<file path="src/rtl/hwpe_stream_package.sv">
// Shared types and constants for the hwpe_stream pipe slices.
// Contents: slice state enum, stage-count limit, occupancy width helper.
// No logic; imported by hwpe_stream_assign_slice and hwpe_stream_assign_pipe.
package hwpe_stream_package;

  localparam int HWPE_STREAM_PIPE_MAX_STAGES = 8;

  typedef enum logic [1:0] {
    SLICE_EMPTY,
    SLICE_HALF,
    SLICE_FULL
  } hwpe_stream_slice_state_t;

  // Width needed to hold 0..2*nb_stages; never narrower than one bit.
  function automatic int pipe_cnt_width(input int nb_stages);
    return (nb_stages == 0) ? 1 : $clog2(2 * nb_stages + 1);
  endfunction

endpackage

</file>
<file path="src/rtl/hwpe_stream_assign_slice.sv">
// One 2-entry skid register slice: main register drives downstream, skid catches the
// beat in flight when downstream stalls. Latency 1 cycle, full throughput.
// Backpressure: up_rdy is registered (!skid valid), so no combinational ready path.
// Ports: clk_i/rst_i (sync active-high), up_* sink side, dn_* source side,
//        cnt = number of beats held here (0..2).
module hwpe_stream_assign_slice
  import hwpe_stream_package::*;
#(
  parameter int DATA_WIDTH = 32
) (
  input  logic                    clk_i,
  input  logic                    rst_i,
  input  logic                    up_vld,
  output logic                    up_rdy,
  input  logic [DATA_WIDTH-1:0]   up_dat,
  input  logic [DATA_WIDTH/8-1:0] up_strb,
  output logic                    dn_vld,
  input  logic                    dn_rdy,
  output logic [DATA_WIDTH-1:0]   dn_dat,
  output logic [DATA_WIDTH/8-1:0] dn_strb,
  output logic [1:0]              cnt
);

  hwpe_stream_slice_state_t state_q;
  logic [DATA_WIDTH-1:0]    main_dat_q, skid_dat_q;
  logic [DATA_WIDTH/8-1:0]  main_strb_q, skid_strb_q;
  logic                     in_hs, out_hs;

  // Ready is a pure function of state; rst_i masks it so nothing is taken during reset.
  assign up_rdy  = (state_q != SLICE_FULL) && !rst_i;
  assign dn_vld  = (state_q != SLICE_EMPTY);
  assign dn_dat  = main_dat_q;
  assign dn_strb = main_strb_q;

  assign in_hs  = up_vld & up_rdy;
  assign out_hs = dn_vld & dn_rdy;

  always_comb begin
    cnt = 2'd0;
    case (state_q)
      SLICE_HALF: cnt = 2'd1;
      SLICE_FULL: cnt = 2'd2;
      default:    cnt = 2'd0;
    endcase
  end

  always_ff @(posedge clk_i) begin
    if (rst_i) begin
      state_q     <= SLICE_EMPTY;
      main_dat_q  <= '0;
      main_strb_q <= '0;
      skid_dat_q  <= '0;
      skid_strb_q <= '0;
    end else begin
      case (state_q)
        SLICE_EMPTY: begin
          if (in_hs) begin
            main_dat_q  <= up_dat;
            main_strb_q <= up_strb;
            state_q     <= SLICE_HALF;
          end
        end
        SLICE_HALF: begin
          if (in_hs && out_hs) begin
            // Pass-through with no bubble: new beat replaces the one leaving.
            main_dat_q  <= up_dat;
            main_strb_q <= up_strb;
          end else if (in_hs) begin
            skid_dat_q  <= up_dat;
            skid_strb_q <= up_strb;
            state_q     <= SLICE_FULL;
          end else if (out_hs) begin
            state_q <= SLICE_EMPTY;
          end
        end
        SLICE_FULL: begin
          // up_rdy is low here, so only the skid-to-main move can happen.
          if (out_hs) begin
            main_dat_q  <= skid_dat_q;
            main_strb_q <= skid_strb_q;
            state_q     <= SLICE_HALF;
          end
        end
        default: state_q <= SLICE_EMPTY;
      endcase
    end
  end

endmodule

</file>
<file path="src/rtl/hwpe_stream_assign_pipe.sv">
// Stream connection through NB_STAGES skid slices; NB_STAGES=0 is a plain wire.
// Latency NB_STAGES cycles at 1 beat/cycle; ready registered per slice (NB_STAGES>=1).
// Backpressure: push_rdy drops only when the first slice holds two beats.
// Ports: clk_i/rst_i (sync active-high), push_* sink stream, pop_* source stream,
//        occupancy_o beats held across all slices, empty_o occupancy is zero.
module hwpe_stream_assign_pipe
  import hwpe_stream_package::*;
#(
  parameter int DATA_WIDTH = 32,
  parameter int NB_STAGES  = 1,
  parameter int CNT_WIDTH  = pipe_cnt_width(NB_STAGES)
) (
  input  logic                    clk_i,
  input  logic                    rst_i,
  input  logic                    push_vld,
  output logic                    push_rdy,
  input  logic [DATA_WIDTH-1:0]   push_dat,
  input  logic [DATA_WIDTH/8-1:0] push_strb,
  output logic                    pop_vld,
  input  logic                    pop_rdy,
  output logic [DATA_WIDTH-1:0]   pop_dat,
  output logic [DATA_WIDTH/8-1:0] pop_strb,
  output logic [CNT_WIDTH-1:0]    occupancy_o,
  output logic                    empty_o
);

  if (DATA_WIDTH % 8 != 0) begin : g_err_width
    $error("hwpe_stream_assign_pipe: DATA_WIDTH must be a multiple of 8");
  end
  if (NB_STAGES > HWPE_STREAM_PIPE_MAX_STAGES) begin : g_err_stages
    $error("hwpe_stream_assign_pipe: NB_STAGES exceeds HWPE_STREAM_PIPE_MAX_STAGES");
  end

  if (NB_STAGES == 0) begin : g_wire
    logic unused_clk_rst;
    assign unused_clk_rst = clk_i ^ rst_i;
    assign pop_vld     = push_vld;
    assign pop_dat     = push_dat;
    assign pop_strb    = push_strb;
    assign push_rdy    = pop_rdy;
    assign occupancy_o = '0;
    assign empty_o     = 1'b1;
  end else begin : g_pipe
    // Index s is the input of slice s; index NB_STAGES is the pipe output.
    logic                    vld  [NB_STAGES+1];
    logic                    rdy  [NB_STAGES+1];
    logic [DATA_WIDTH-1:0]   dat  [NB_STAGES+1];
    logic [DATA_WIDTH/8-1:0] strb [NB_STAGES+1];
    logic [1:0]              cnt  [NB_STAGES];
    logic [CNT_WIDTH-1:0]    occ;

    assign vld[0]           = push_vld;
    assign dat[0]           = push_dat;
    assign strb[0]          = push_strb;
    assign push_rdy         = rdy[0];
    assign pop_vld          = vld[NB_STAGES];
    assign pop_dat          = dat[NB_STAGES];
    assign pop_strb         = strb[NB_STAGES];
    assign rdy[NB_STAGES]   = pop_rdy;

    for (genvar s = 0; s < NB_STAGES; s++) begin : g_slice
      hwpe_stream_assign_slice #(
        .DATA_WIDTH(DATA_WIDTH)
      ) i_slice (
        .clk_i  (clk_i),
        .rst_i  (rst_i),
        .up_vld (vld[s]),
        .up_rdy (rdy[s]),
        .up_dat (dat[s]),
        .up_strb(strb[s]),
        .dn_vld (vld[s+1]),
        .dn_rdy (rdy[s+1]),
        .dn_dat (dat[s+1]),
        .dn_strb(strb[s+1]),
        .cnt    (cnt[s])
      );
    end

    always_comb begin
      occ = '0;
      for (int s = 0; s < NB_STAGES; s++) begin
        occ = occ + CNT_WIDTH'(cnt[s]);
      end
    end

    assign occupancy_o = occ;
    assign empty_o     = (occ == '0);
  end

endmodule

</file>
<file path="config.mk">
export PLATFORM = sky130hd
export DESIGN_NAME = hwpe_stream_assign_pipe
export DESIGN_NICKNAME = d
export VERILOG_FILES = /design/src/rtl/hwpe_stream_package.sv /design/src/rtl/hwpe_stream_assign_slice.sv /design/src/rtl/hwpe_stream_assign_pipe.sv
export SDC_FILE = /design/constraint.sdc
export NUM_CORES = 1
export LEC_CHECK = 0
export ABC_AREA = 1
export BUFFER_PORTS_ARGS = -buffer_cell sky130_fd_sc_hd__buf_2
export CAP_MARGIN = 20
export CORE_MARGIN = 2
export CORE_UTILIZATION = 56
export CTS_BUF_LIST = sky130_fd_sc_hd__clkbuf_2
export DETAILED_ROUTE_END_ITERATION = 10
export PLACE_DENSITY = 0.86
export SLEW_MARGIN = 25
export SYNTH_ARGS = -nofsm -noshare
export SYNTH_HDL_FRONTEND = slang
export SYNTH_HIERARCHICAL = 1
export SYNTH_SLANG_ARGS = --single-unit
</file>
<file path="constraint.sdc">
create_clock -name clk_i -period 1.7 [get_ports clk_i]
set_clock_uncertainty 0.1 [all_clocks]
set_input_delay 0.34 -clock clk_i [delete_from_list [all_inputs] [get_ports clk_i]]
set_output_delay 0.34 -clock clk_i [all_outputs]
set_load 0.005 [all_outputs]
</file>
* After elaboration in Yosys (flattened, before gate mapping)
Index checks and enable logic that the tools add are counted.
** Operators by class
- Equality and inequality tests :: 8
- Mux-type cells :: 15
- Bitwise operators :: 3
- Reduce and logical (&&, ||, !) cells :: 10
** Operators with widths (count)
- 32-bit two-way mux :: 3
- 32-bit one-hot mux with 3 select lines :: 1
- 4-bit two-way mux :: 3
- 4-bit one-hot mux with 3 select lines :: 1
- 2-bit two-way mux :: 5
- 4-bit AND reduction :: 2
- 2-bit by 1-bit inequality test with 1-bit output, second input constant :: 3
- 2-bit one-hot mux with 3 select lines :: 1
- 2-bit logical NOT :: 2
- 2-bit inequality test, second input constant :: 2
- 2-bit one-hot mux with 2 select lines :: 1
- 3-bit by 1-bit inequality test with 1-bit output, second input constant :: 1
- 3-bit AND reduction :: 1
- 3-bit nonzero test :: 1
- 1-bit AND :: 2
- 2-bit by 1-bit equality test with 1-bit output, second input constant :: 1
- 2-bit equality test, second input constant :: 1
- 1-bit logical AND :: 2
- 2-bit nonzero test :: 1
- 1-bit logical NOT :: 1
- 1-bit NOT :: 1
** Storage, ports and cells
- Flip-flop bits (word level) :: 74
- Input bits :: 40
- Output and inout bits :: 41
- Logic and storage cells :: 41

* Longest topological paths before layout
Gate-level depths: netlist of run 1.
- Depth after elaboration :: 6
- Mapped depth :: 10
- Depth with buffers taken out :: 8

* Modules after synthesis
The synthesis of run 1 kept the hierarchy.
** Modules (own cells, without submodules)
- hwpe_stream_assign_slice :: times used 1, cells an instance 606, area each 3688.5 µm², seq. area each 1481.4 µm²
- hwpe_stream_assign_pipe :: times used 1, cells an instance 1, area each 3.8 µm², seq. area each 0.0 µm²

* Worst setup path after synthesis of run 1
OpenSTA, ideal clock, no wires.
- Path type :: register to output
- From :: register g_pipe.g_slice[0].i_slice.state_q[0]
- To :: output port empty_o
- Data arrival time :: 987 ps
- Data required time :: 1260 ps
- Slack :: 273 ps
- Stages on the path, launching flop included :: 6
- Path buffers :: 1
- Cells stage by stage :: dfxtp_1 inv_2 nand2_1 clkbuf_1 inv_1 nor2_1
** On the way
- Word-level cells in the longest chain between the ends :: 3
- Elaborated cells on any way between the ends :: 4
- Classes of those cells :: eq/ne: 2; mux: 1; reduce/logical: 1
** RTL lines
- from (decl) :: RTL line hwpe_stream_assign_slice.sv:24 : hwpe_stream_slice_state_t state_q;
- from (signal assigned) :: RTL line hwpe_stream_assign_slice.sv:49 : state_q <= SLICE_EMPTY;
- from (signal assigned) :: RTL line hwpe_stream_assign_slice.sv:60 : state_q <= SLICE_HALF;
- from (signal assigned) :: RTL line hwpe_stream_assign_slice.sv:71 : state_q <= SLICE_FULL;
- 2-bit equality test or 2-bit by 1-bit equality test with 1-bit output (tied branches) :: RTL line hwpe_stream_assign_slice.sv:40 : case (state_q)
- 2-bit one-hot mux with 2 select lines (*) :: RTL line hwpe_stream_assign_slice.sv:40
- net occupancy_o[1] :: RTL line hwpe_stream_assign_pipe.sv:23 : output logic [CNT_WIDTH-1:0] occupancy_o,
- 2-bit logical NOT (*) :: RTL line hwpe_stream_assign_pipe.sv:87 : assign empty_o = (occ == '0);
- to (decl) :: RTL line hwpe_stream_assign_pipe.sv:24 : output logic empty_o
Mark *: on every way through the listed nets, which the timed path passes. The rest lies on a longest branch.

* Worst setup path in the final report of run 1
- From :: register g_pipe.g_slice[0].i_slice.state_q[1]
- To :: output port empty_o
** On the way
- Word-level cells in the longest chain between the ends :: 3
- Elaborated cells on any way between the ends :: 4
- Classes of those cells :: eq/ne: 2; mux: 1; reduce/logical: 1
** RTL lines (RTL line)
- 2-bit equality test or 2-bit by 1-bit equality test with 1-bit output (tied branches) :: hwpe_stream_assign_slice.sv:40
- 2-bit one-hot mux with 2 select lines (*) :: hwpe_stream_assign_slice.sv:40
- 2-bit logical NOT (*) :: hwpe_stream_assign_pipe.sv:87
Every way passes the cells marked *; elsewhere a longest branch is shown, timed or not.

==> reports/qor.csv, run 1 <==
stage;metric;value;unit
power;Comb power frac;18.5;%
routing;via count;3956;
cts;Sink Count;74;
worst_setup_path;Crit Reg-Reg Endpoint;g_pipe.g_slice[0].i_slice/skid_dat_q[31]$_SDFFE_PP0P_;
logic_synthesis;share of the synthesized area in the top cell type;40.12;%
worst_setup_path;endpoint class of the critical path;output port;
routing;WL final;9351;µm
finish;commonest non-fill, non-tap cells in the layout;182 x nand2_1, 112 x nor2_1, 80 x buf_2;
die;core area;6350;µm²
global_routing;antenna violations before repair;0;
power;PD cells;787.3;nW/µm²
sta;Least-Margin Pin Slew;602.0;ps
sta;RSZ-0062 raised after global routing;yes;
cts;CTS tree;done;
cts;H-tree Lvls;3;
routing;total iterations of the first detailed-routing run;5;
logic_synthesis;Post-Syn Nets;647;
finish;Final Net Count;735;
worst_setup_path;CP arrival;1300;ps
finish;commonest non-fill, non-tap cell in the layout;nand2_1;
logic_synthesis;synthesized area;3692;µm²
worst_hold_path;Min-Delay Startpoint;push_dat[19];
cts;Clk Tree Root Cell;clkbuf_2;
status;status;finished with violations;
power;worst vdd ir;0.6231;mV
routing;Final ANT Viol Nets;0;
sta;Slew headroom;59.87;%
logic_synthesis;synthesized area per cell;6.083;µm²
power;Internal;2.601;mW
logic_synthesis;flop and latch count out of synthesis;74;
finish;area grow syn2layout;25.31;%
routing;vias per inst;5.098;
worst_setup_path;Reg2Reg Depth;8;
die;Starting Density;58.15;%
routing;drt drc;0;
sta;hold slack;34.01;ps
global_routing;largest net degree at the start of global routing;63;
logic_synthesis;number of library cell types mapped by synthesis;15;
worst_setup_path;WP data required;1260;ps
cts;CTS buffer count;9;
power;share of total power in the clock network;30.0;%
die;IO Count;81;
power;switch share;28.60;%
die;Die W;85.20;µm
sta;max-slew violations;0;
cts;register clock-pin slew on the reported worst setup and hold paths;200;ps
logic_synthesis;Synth area leaders;dfxtp_1 40%, nand2_1 19%, nor2_1 12%;
sta;TNS Setup;-64.59;ps
place;Post-DP Area;4155;µm²
sta;fin crit period;1740;ps
global_routing;gr usage total;25.99;%
finish;# diodes;0;
finish;post-layout util;72.87;%
routing;Routed WL per cell;12.05;µm
worst_setup_path;R2R Setup Slk;50;ps
place;DP Wirelength;5451;µm
sta;fmax;574.9;MHz
logic_synthesis;sequential area share after synthesis;40.12;%
worst_setup_path;R2R Path Start;g_pipe.g_slice[0].i_slice/state_q[1]$_SDFFE_PP0P_;
global_routing;global-route wire length before repair;15280;µm
power;Psw;1.042;mW
status;failing checks;negative setup slack;
finish;register area;1486;µm²
power;Flop pwr share;51.6;%
sta;Tcrit/Tclk final;102.3;%
cts;Clock Latency Late Sink;500;ps
die;Die H;85.20;µm
logic_synthesis;Post-Syn Instances;607;
die;die area;7259;µm²
sta;Fin. Hold Viols;0;
finish;fill cell count;519;
logic_synthesis;Synth Warn #;6;
sta;PnR worst setup slack;-39.54;ps
routing;DR iter-0 viols;323;
power;Lkg Pwr;2.545;nW
place;Port Buffers;80;
finish;layout cell share with drive strength beyond 1;18.31;%
global_routing;global route overflow;0;
worst_setup_path;CP Class;reg -> out;
finish;design area;4627;µm²
sta;Setup violations, final;2;
place;gpl congestion;0.8403;
worst_setup_path;crit-path max FO;4;
die;Rows;29;
global_routing;vias in the first global route;3465;
cts;Max Buffers Root-to-Sink;2;
finish;area occupied by multi-input gates;1735;µm²
worst_hold_path;Hold Path End;g_pipe.g_slice[0].i_slice/skid_dat_q[19]$_SDFFE_PP0P_;
worst_hold_path;Hold Path Cell Cnt;5;
worst_setup_path;CP startpoint kind;flip-flop;
run;Max-cap violations;0;
worst_hold_path;min-delay worst type;in -> reg;
logic_synthesis;leading area contributor after synthesis;dfxtp_1;
## synthesized netlist by cell type
cell and n:
inv_2 2, clkbuf_1 9, buf_4 6, nor2_1 114
nor2_2 1, nand2_1 184, nand3_1 73, a211oi_1 1
a21oi_1 37, dfxtp_1 74, inv_1 77, nor2_4 1
nand4_1 1, buf_2 26, o21ai_0 1
## logic make-up (layout without fill, tap and decap cells)
logic type	Yosys count	count (layout)	synth area share [%]
AND/OR/NAND/NOR	374	374	40.83
buffers and inverters	120	212	13.69
flip-flops	74	74	40.12
AO/OA/AOI/OAI	39	39	5.354
## flip-flops by register name, indices dropped and copies added, names as in the netlist
name and count:
g_pipe.g_slice.i_slice/dn_dat 32, g_pipe.g_slice.i_slice/dn_strb 4, g_pipe.g_slice.i_slice/skid_dat_q 32, g_pipe.g_slice.i_slice/skid_strb_q 4
g_pipe.g_slice.i_slice/state_q 2
## per-stage QoR
stage	cells	worst slack, ps	power [mW]
6_report	776	-39.54	3.643
5_1_grt	776	-119.2	3.820
3_3_place_gp	737	179.4	2.487
2_1_floorplan	607	273.4	2.283
3_5_place_dp	737	164.3	2.504
4_1_cts	775	-47.14	3.638
## per-layer routing
metal | GRT usage (%) | vias up | routed length [µm]
met1 | 33.64 | 1755 | 3960
met4 | 11.11 | 0 | 172
li1 | - | 2012 | -
met5 | 0 | - | 0
met2 | 43.25 | 172 | 4529
met3 | 3.891 | 17 | 687
## final cells by class
class                           count  area share (%)
Sequential cell                    74           32.13
Clock inverter                      6           1.785
Inverter                           79           6.463
Clock buffer                        9          0.9735
Timing Repair Buffer              118           19.06
Tap cell                           77           2.082
Multi-Input combinational cell    413           37.51
## worst max-delay path: stages, from the launching register on
cell and delay, ps:
dfxtp_4 420, buf_12 130, nor2_4 100, nor2_1 40, buf_2 110
## how the worst max path moves through the flow
stage | slack (ps) | endpoint | from
after floorplan | 270 | empty_o | g_pipe.g_slice[0].i_slice/state_q[0]$_SDFFE_PP0P_
after global placement | 180 | g_pipe.g_slice[0].i_slice/dn_dat[22]$_SDFFE_PP0P_ | g_pipe.g_slice[0].i_slice/state_q[0]$_SDFFE_PP0P_
after detailed placement | 160 | g_pipe.g_slice[0].i_slice/dn_dat[22]$_SDFFE_PP0P_ | g_pipe.g_slice[0].i_slice/state_q[0]$_SDFFE_PP0P_
after CTS | -50 | empty_o | g_pipe.g_slice[0].i_slice/state_q[1]$_SDFFE_PP0P_
after global routing | -120 | empty_o | g_pipe.g_slice[0].i_slice/state_q[0]$_SDFFE_PP0P_
final | -40 | empty_o | g_pipe.g_slice[0].i_slice/state_q[1]$_SDFFE_PP0P_
## power by group through the flow
stage                     clock network, mW  registers (mW)  logic (mW)
after floorplan                           0            1.92       0.365
after global placement                    0            1.91       0.577
after detailed placement                  0            1.91       0.590
after CTS                              1.10            1.88       0.660
after global routing                   1.17            1.89       0.756
final                                  1.09            1.88       0.672
## repair_timing
item | in CTS | in global routing
hold buffers | 15 | 0
resized for setup | 18 | 0
hold endpoints to repair | 14 | 0
endpoints found under the setup margin | 4 | 5
setup buffers | 6 | 0
gates cloned | 2 | 1
No activity file was read; power rests on OpenSTA's default activity.
==> run 2, diff against run 1 <==
CORE_ASPECT_RATIO = 0.7   (was unset)
==> run 2 against run 1 <==
Compared with the run above:
- the flow still finishes with violations (negative setup slack)
- cell count increased by 2.7%
- final area grew 6.9%
- critical endpoint is now g_pipe.g_slice[0].i_slice/skid_dat_q[26]$_SDFFE_PP0P_
- wire length rose by 17%
- die area grew 0.14%
==> reports/qor.csv, run 2 (synthesized netlist as in run 1, its figures left out) <==
stage;metric;value;unit;change
place;pre-CTS setup slack;167.2;ps;was 164.3 ps
cts;CTS tree;done;;unchanged
status;status;finished with violations;;unchanged
sta;max-slew violations;0;;unchanged
sta;Fin. Hold Viols;0;;unchanged
finish;design area;4945;µm²;was 4627 µm²
place;DP Wirelength;5837;µm;was 5451 µm
worst_hold_path;min-delay worst type;in -> reg;;unchanged
cts;Clock Latency Late Sink;520;ps;was 500 ps
finish;# diodes;0;;unchanged
power;worst vdd ir;0.4549;mV;was 0.6231 mV
cts;Sink Count;74;;unchanged
die;core area;6306;µm²;was 6350 µm²
die;die area;7269;µm²;was 7259 µm²
place;Port Buffers;80;;unchanged
routing;total iterations of the first detailed-routing run;5;;unchanged
global_routing;gr usage total;24.98;%;was 25.99%
worst_setup_path;WP data required;2050;ps;was 1260 ps
sta;hold slack;29.91;ps;was 34.01 ps
cts;Max Buffers Root-to-Sink;2;;unchanged
sta;Tcrit/Tclk final;108.2;%;was 102.3%
routing;Final ANT Viol Nets;0;;unchanged
worst_setup_path;CP Class;reg -> reg;;was reg -> out
place;Post-DP Area;4174;µm²;was 4155 µm²
sta;Slew headroom;64.97;%;was 59.87%
finish;commonest non-fill, non-tap cells in the layout;175 x nand2_1, 93 x nor2_1, 79 x buf_2;;was 182 x nand2_1, 112 x nor2_1, 80 x buf_2
routing;via count;4182;;was 3956
global_routing;global route overflow;0;;unchanged
place;gpl congestion;0.8003;;was 0.8403
worst_setup_path;CP arrival;2190;ps;was 1300 ps
die;Rows;24;;was 29
finish;Final Net Count;754;;was 735
power;Lkg Pwr;2.689;nW;was 2.545 nW
die;IO Count;81;;unchanged
cts;CTS buffer count;9;;unchanged
worst_setup_path;CP startpoint kind;flip-flop;;unchanged
global_routing;vias in the first global route;3312;;was 3465
worst_setup_path;crit-path max FO;8;;was 4
routing;DR iter-0 viols;302;;was 323
sta;PnR worst setup slack;-140.1;ps;was -39.54 ps
status;failing checks;negative setup slack;;unchanged
finish;area grow syn2layout;33.92;%;was 25.31%
routing;vias per inst;5.247;;was 5.098
sta;fin crit period;1840;ps;was 1740 ps
sta;Setup violations, final;42;;was 2
global_routing;largest net degree at the start of global routing;52;;was 63
finish;layout cell share with drive strength beyond 1;23.78;%;was 18.31%
die;Starting Density;58.55;%;was 58.15%
die;Die H;71.94;µm;was 85.20 µm
power;PD cells;777.2;nW/µm²;was 787.3 nW/µm²
routing;WL final;10900;µm;was 9351 µm
routing;Routed WL per cell;13.67;µm;was 12.05 µm
cts;register clock-pin slew on the reported worst setup and hold paths;200;ps;about the same
worst_hold_path;Hold Path Cell Cnt;5;;unchanged
global_routing;global-route wire length before repair;14660;µm;was 15280 µm
die;Die W;101.1;µm;was 85.20 µm
cts;Clk Tree Root Cell;clkbuf_2;;unchanged
sta;RSZ-0062 raised after global routing;yes;;unchanged
global_routing;antenna violations before repair;0;;unchanged
finish;fin cells;797;;was 776
worst_setup_path;Reg2Reg Depth;9;;was 8
routing;drt drc;0;;unchanged
finish;commonest non-fill, non-tap cell in the layout;nand2_1;;unchanged
cts;H-tree Lvls;3;;unchanged
place;Post-Place Cells;742;;was 737
sta;fmax;543.5;MHz;was 574.9 MHz
sta;Least-Margin Pin Slew;525.4;ps;was 602.0 ps
worst_setup_path;endpoint class of the critical path;flip-flop;;was output port
run;Max-cap violations;0;;unchanged
[run 2: cell types whose count changed in the layout (fill, tap and decap cells not counted), moves of 3 or more]
| cell | delta |
|---|---|
| nor2_1 | -19 |
| buf_6 | +5 |
| nor2_2 | +16 |
| dlygate4sd3_1 | +5 |
| nor2_4 | +3 |
| buf_4 | +5 |
| nand2_1 | -7 |
| nand2_2 | +6 |
| buf_8 | +7 |
[run 2: area by class of cell]
| class | instances | area, µm² |
|---|---|---|
| Clock inverter | 6 | 105.1 |
| Multi-Input combinational cell | 413 | 1831 |
| Inverter | 79 | 304.0 |
| Sequential cell | 74 | 1486 |
| Fill cell | 427 | 1361 |
| Tap cell | 78 | 97.59 |
| Clock buffer | 10 | 50.05 |
| Timing Repair Buffer | 137 | 1071 |
[run 2: worst paths after layout]
kind	from	to	slack (ps)
max	g_pipe.g_slice[0].i_slice/state_q[1]$_SDFFE_PP0P_	g_pipe.g_slice[0].i_slice/skid_dat_q[26]$_SDFFE_PP0P_	-140
min	push_dat[11]	g_pipe.g_slice[0].i_slice/skid_dat_q[11]$_SDFFE_PP0P_	30
max reg2reg	g_pipe.g_slice[0].i_slice/state_q[1]$_SDFFE_PP0P_	g_pipe.g_slice[0].i_slice/skid_dat_q[26]$_SDFFE_PP0P_	-140
min reg2reg	g_pipe.g_slice[0].i_slice/skid_dat_q[14]$_SDFFE_PP0P_	g_pipe.g_slice[0].i_slice/skid_dat_q[14]$_SDFFE_PP0P_	400
[run 2: layer usage]
layer  share of wire [%]  vias up  global-route usage, %
met5                   0        -                      0
met4                 1.5        0                  7.508
met3                 9.5       21                  6.840
met2                  47      232                  40.25
met1                  42     1878                  33.09
li1                    -     2051                      -
[run 2: where the power goes]
group / internal [mW] / switching [mW]
clock network: 0.630 / 0.611
registers: 1.83 / 0.0532
logic: 0.316 / 0.403
total: 2.78 / 1.07
[run 2: timing repair]
action	4_1_cts	5_1_grt
gates resized for setup	15	47
buffers inserted	6	8
hold buffers	19	1
pin swaps	1	20
cloned	0	7
endpoints found under the hold margin	18	1
endpoints found under the setup margin	5	38
[run 2: worst max-delay path: stages (launching register included)]
cell and delay, ps:
dfxtp_4 410, buf_6 120, buf_6 110, inv_4 50
nand4_1 160, nor2_4 280, buf_12 190, clkbuf_16 160
nor2_1 40, nor2_1 130
[run 2: metrics by stage]
| step | TNS, ps | power [mW] | util [%] |
|---|---|---|---|
| after global routing | -6891 | 4.002 | 78.41 |
| final | -2983 | 3.843 | 78.41 |
| after floorplan | 0 | 2.283 | - |
| after global placement | 0 | 2.489 | 66.19 |
| after detailed placement | 0 | 2.510 | 66.19 |
| after CTS | -493.8 | 3.777 | 72.96 |
